File: src/rtl/seq_pattern_detector.sv
// seq_pattern_detector
//
// Purpose:
//   Serial bit-pattern detector for a 1-bit input stream. The pattern, the
//   per-bit don't-care mask and the overlap mode are programmable at runtime.
//   A combinational (Mealy) match pulse is raised in the same cycle as the
//   completing bit, and a saturating counter tallies matches.
//
// Parameters:
//   NBITS  pattern length in bits (2..16)
//   CNT_W  width of match_count
//
// Ports:
//   clk          clock, all state updates on the rising edge
//   reset        asynchronous, active-high reset
//   cfg_en       load cfg_pattern/cfg_mask/cfg_overlap this cycle
//   cfg_pattern  pattern, bit NBITS-1 is the oldest bit, bit 0 the newest
//   cfg_mask     per-bit compare enable (1 = compare, 0 = don't care)
//   cfg_overlap  1 = overlapping matches allowed, 0 = history dropped on match
//   in_val       in_ carries a valid stream bit this cycle
//   in_          serial stream bit
//   count_clr    synchronous clear of match_count
//   out          combinational match pulse
//   match_count  saturating number of matches since reset/clear

module seq_pattern_detector #(
  parameter int NBITS = 4,
  parameter int CNT_W = 8
) (
  input  logic             clk,
  input  logic             reset,
  input  logic             cfg_en,
  input  logic [NBITS-1:0] cfg_pattern,
  input  logic [NBITS-1:0] cfg_mask,
  input  logic             cfg_overlap,
  input  logic             in_val,
  input  logic             in_,
  input  logic             count_clr,
  output logic             out,
  output logic [CNT_W-1:0] match_count
);

  localparam int               FILL_W   = $clog2(NBITS);
  localparam logic [FILL_W-1:0] FILL_MAX = FILL_W'(NBITS - 1);
  localparam logic [CNT_W-1:0]  CNT_MAX  = {CNT_W{1'b1}};
  localparam logic [NBITS-1:0]  PAT_RST  = {{(NBITS-1){1'b1}}, 1'b0};

  logic [NBITS-1:0]  r_pat;
  logic [NBITS-1:0]  r_msk;
  logic              r_ovl;
  logic [NBITS-2:0]  r_hist;
  logic [FILL_W-1:0] r_fill;
  logic [CNT_W-1:0]  r_count;

  logic [NBITS-1:0]  w_win;
  logic              w_full;
  logic              w_accept;
  logic              w_match;

  // Match evaluation. The window is the stored history with the live bit
  // appended as the newest position, so a match is flagged in the same cycle
  // the completing bit arrives. A config cycle never matches, and nothing can
  // match until a full window of history has been accepted.
  always_comb begin
    w_win    = {r_hist, in_};
    w_full   = (r_fill == FILL_MAX);
    w_accept = in_val & ~cfg_en;
    w_match  = w_accept & w_full & (((w_win ^ r_pat) & r_msk) == '0);
  end

  assign out         = w_match;
  assign match_count = r_count;

  // Configuration registers. The reset pattern is all ones with a trailing
  // zero so the block detects a recognisable marker straight out of reset.
  always_ff @(posedge clk or posedge reset) begin
    if (reset) begin
      r_pat <= PAT_RST;
      r_msk <= '1;
      r_ovl <= 1'b1;
    end else if (cfg_en) begin
      r_pat <= cfg_pattern;
      r_msk <= cfg_mask;
      r_ovl <= cfg_overlap;
    end
  end

  // Bit history and fill level. A config load restarts the history so the
  // new pattern is never compared against bits collected under the old one.
  // In non-overlap mode a match also restarts it, so the matched bits cannot
  // contribute to a following match. Cycles without a valid bit leave the
  // history untouched, which makes gaps in the stream transparent.
  always_ff @(posedge clk or posedge reset) begin
    if (reset) begin
      r_hist <= '0;
      r_fill <= '0;
    end else if (cfg_en) begin
      r_hist <= '0;
      r_fill <= '0;
    end else if (in_val) begin
      if (w_match && !r_ovl) begin
        r_hist <= '0;
        r_fill <= '0;
      end else begin
        r_hist <= w_win[NBITS-2:0];
        r_fill <= w_full ? r_fill : r_fill + 1'b1;
      end
    end
  end

  // Match counter. A clear wins over a simultaneous match, and the count
  // sticks at its maximum rather than wrapping.
  always_ff @(posedge clk or posedge reset) begin
    if (reset) begin
      r_count <= '0;
    end else if (count_clr) begin
      r_count <= '0;
    end else if (w_match && (r_count != CNT_MAX)) begin
      r_count <= r_count + 1'b1;
    end
  end

endmodule

File: config.mk
export PLATFORM = sky130hd
export DESIGN_NAME = seq_pattern_detector
export DESIGN_NICKNAME = d
export VERILOG_FILES = /design/src/rtl/seq_pattern_detector.sv
export SDC_FILE = /design/constraint.sdc
export NUM_CORES = 1
export LEC_CHECK = 0
export BUFFER_PORTS_ARGS = -buffer_cell sky130_fd_sc_hd__buf_2
export CORE_MARGIN = 2
export CORE_UTILIZATION = 30
export DETAILED_ROUTE_END_ITERATION = 10
export PLACE_DENSITY = 0.45
export REMOVE_ABC_BUFFERS = 1
export SLEW_MARGIN = 10
export SYNTH_ARGS = -nofsm -noshare
export SYNTH_HDL_FRONTEND = slang
export SYNTH_SLANG_ARGS = --single-unit
File: constraint.sdc
create_clock -name clk -period 2.7 [get_ports clk]
set_clock_uncertainty 0.15 [all_clocks]
set_input_delay 0.54 -clock clk [delete_from_list [all_inputs] [get_ports clk]]
set_output_delay 0.54 -clock clk [all_outputs]
set_load 0.01 [all_outputs]
==> results by group <==
Pwr
  – VDD IR max: roughly 0.00030 V
  – LEAKAGE: between 0.0006 and 0.0007 uW
  – P_int: between 500 and 600 uW
  – Gate power share: about a tenth
  – P_sw: 154.2 uW
  – Register share of total power: approximately 55%
  – Clk pwr share: between 30% and 40%
  – Pwr dens: 502.7 nW/um2
  – Switching share of total power: 22.84%

Clocking
  – H-Tree Depth: 1
  – Clock Latency Late Sink: roughly 0.26 ns
  – Cts repair resizes: 0
  – Clk sinks: 22
  – Root Driver: clkbuf_8
  – Clock buffer depth: 2
  – Total CTS buffers: 3
  – CTS tree: built
  – Post-CTS Hold Fix Bufs: 0
  – Clk slew on worst S/H paths: roughly 0.080 ns
  – Post-CTS Repair Setup Buffers: 0

Layout
  – Layout area overhead: 18.96%
  – Fill cell count: slightly below 400
  – Area of the multi-input gates: around 530 um2
  – Share of cells above drive strength 1: about two fifths
  – Ant. Diodes: 0
  – Layout Nets: roughly 140
  – Non-Filler Instances: approximately 170
  – Register Area: approximately 560 um2

Logic synthesis
  – Mapped Area: between 1000 and 1500 um2
  – Cell variety after synth: 30
  – FF+latch count, synth: 22
  – Register area share after synthesis: between 40% and 50%
  – Mapped Cells: about 100
  – Post-Syn Area per Cell: 11.17 um2
  – Synth Warn #: 0

Critical path
  – Critical path peak fanout: 4
  – CP max-delay cell: dfstp_2
  – Worst EP arrival: between 1.5 and 2 ns
  – CP required: between 2 and 2.5 ns
  – Worst Setup End Kind: output pin
  – WS Path Type: flop to output pin
  – Worst path top cell family by delay: flip-flops
  – CP Buf/Inv Count: 2
  – Crit-path max cell delay: approximately 0.55 ns
  – Critical path, cell by cell: xor2_1 > a221oi_4 > nand2_1 > inv_1 > buf_2
  – Startpoint Class: flop

Placement
  – Post-detail-place hpwl: roughly 1.6 mm
  – Dpl cells: between 150 and 200
  – Port-buffer cells: 23
  – RePlAce Congestion: roughly 0.75

Flow run
  – Max-cap violations: 0

Floorplanning
  – Starting Density: between 30% and 40%
  – Die area: about 4300 um2
  – Die Ht: 65.34 um
  – Row cnt: 22
  – Die W: about 65 um
  – Core area: approximately 3600 um2
  – IO Pins: 24

GRT
  – GR peak layer: met2
  – Gr ovfl total: 0
  – Largest net degree at the start of global routing: 23
  – GR met2 Demand/Resource: 20.15%
  – Initial antenna violation count: 0
  – Vias in the first global route: between 800 and 900
  – Met3 Use GR: 3.767%
  – GRT Total Usage: 11.72%
  – First-pass GRT wire length: ~3.9 mm
  – GR met1 Demand/Resource: roughly 14%

STA
  – Final Cycle Share: roughly 84%
  – Worst Tran Pin Value: between 0.8 and 0.9 ns
  – Rel. slew slack: 43.63%
  – Final TNS setup: 0 ns
  – F_max: about 440 MHz
  – Fin Hold WS: approximately 0.29 ns
  – Crit path time final: around 2.3 ns
  – Count of pins over their slew limit: 0
  – RSZ-0062 raised after global routing: no
  – Final setup violation count: 0
  – Final hold vios: 0

Route
  – Vias per cell: approximately 4.8
  – Final WL: around 2.1 mm
  – Wire per inst: between 10 and 15 um
  – Drt pass-1 iters: 4
  – Via count: 829
  – DRC: 0
  – DRT iter0 DRCs: 38
  – Final ANT Viol Nets: 0

Run status
  – Outcome: finished, final reports clean

Min path
  – Min-Delay Path Class: input port to asynchronous set/reset pin
-- cell type report --
type,count,share of cell area [%]
well taps,48,4.473
repair buffers,24,9.133
multi-input cells,70,39.14
inverters,5,1.398
clock buffers,4,4.101
flip-flops and latches,22,41.75
-- worst register-to-register path: stages (launching register included) --
cell and delay, ns:
dfstp_2 0.55, xor2_1 0.10, a221oi_4 0.37, nand3_2 0.27, or4_1 0.46, a21oi_1 0.15
-- per-layer routing --
layer,vias to the layer above,part of all wire [%]
met5,-,0
met4,0,0.66
met3,5,5.6
met2,20,49
met1,402,44
li1,402,-
-- registers in the layout, summed over array words and instances, names as in the netlist --
name and count:
r_fill 2, r_hist 3, r_ovl 1, r_pat 4, r_msk 4, match_count 8
-- power by group through the flow --
stage | Clock, uW | Combinational, uW | Sequential [uW]
2_1_floorplan | 0 | 46.9 | 373
3_3_place_gp | 0 | 69.8 | 377
3_5_place_dp | 0 | 71.7 | 378
4_1_cts | 247 | 71.8 | 371
5_1_grt | 264 | 79.5 | 374
6_report | 235 | 69.6 | 371
-- cell families after synthesis --
family / after synthesis / synth area share [%]
AOI/OAI and AO/OA: 18 / 12.42
and+or+nand+nor: 34 / 17.30
adders and majority gates: 2 / 2.217
DFF: 22 / 49.67
muxes: 11 / 10.75
xor gates and xnor gates: 5 / 3.880
buffers and inverters: 9 / 3.768
-- final timing paths --
path	from	slack, ns	depth (start not counted)	end
setup reg to reg	r_pat[1]	0.58	5	match_count[7]
hold / removal	reset	0.29	2	match_count[0]
max in group asynchronous	reset	1.59	2	r_hist[1]
min in group clk	cfg_pattern[1]	0.36	2	r_pat[1]
hold reg to reg	r_hist[2]	0.39	2	r_hist[2]
setup / recovery	r_pat[1]	0.44	5	out
-- placed cells by master, fill, tap and decap left out --
cell type,count
buf_2,23
dfrtp_1,14
mux2_2,9
nand2_1,9
dfstp_2,8
a21oi_1,7
nand3_1,6
xor2_1,5
inv_1,5
o21ai_0,4
nor2_1,4
clkbuf_8,4
or3_1,3
or4_1,3
nand2b_1,3
o31ai_1,2
mux2i_1,2
nor2b_1,2
ha_1,2
nand4_1,1
a22oi_4,1
nand3b_4,1
a221oi_4,1
nand3_2,1
nand3b_1,1
a22oi_1,1
a31oi_1,1
a311oi_1,1
buf_4,1
-- cell usage after synthesis (all sizes together) --
master / number / area, um2
dfrtp: 14 / 350.3
xor2: 5 / 43.79
nand2b: 3 / 18.77
inv: 5 / 18.77
mux2i: 2 / 20.02
a221oi: 1 / 26.28
a311oi: 1 / 8.760
a31oi: 1 / 6.260
buf: 3 / 20.01
nor2: 4 / 15.01
nand4: 1 / 6.260
or4: 3 / 22.52
mux2: 9 / 101.4
a22oi: 2 / 28.78
nor2b: 2 / 12.51
dfstp: 8 / 210.2
ha: 2 / 25.02
nand3b: 2 / 27.53
o31ai: 2 / 15.01
a21oi: 7 / 35.03
clkbuf: 1 / 3.750
or3: 3 / 18.77
o21ai: 4 / 20.02
nand3: 7 / 40.04
nand2: 9 / 33.78
-- per-stage QoR --
step / area (um2) / utilization (%) / worst slack (ns) / total power, uW
after floorplan: 1105 / - / 0.7346 / 420.0
after global placement: 1287 / 35.43 / 0.5078 / 446.7
after detailed placement: 1287 / 35.43 / 0.4484 / 449.3
after CTS: 1343 / 36.95 / 0.4100 / 690.5
after global routing: 1343 / 36.95 / 0.3144 / 717.2
final: 1343 / 36.95 / 0.4371 / 675.0
Note: power is estimated with default switching activity, not from simulation.
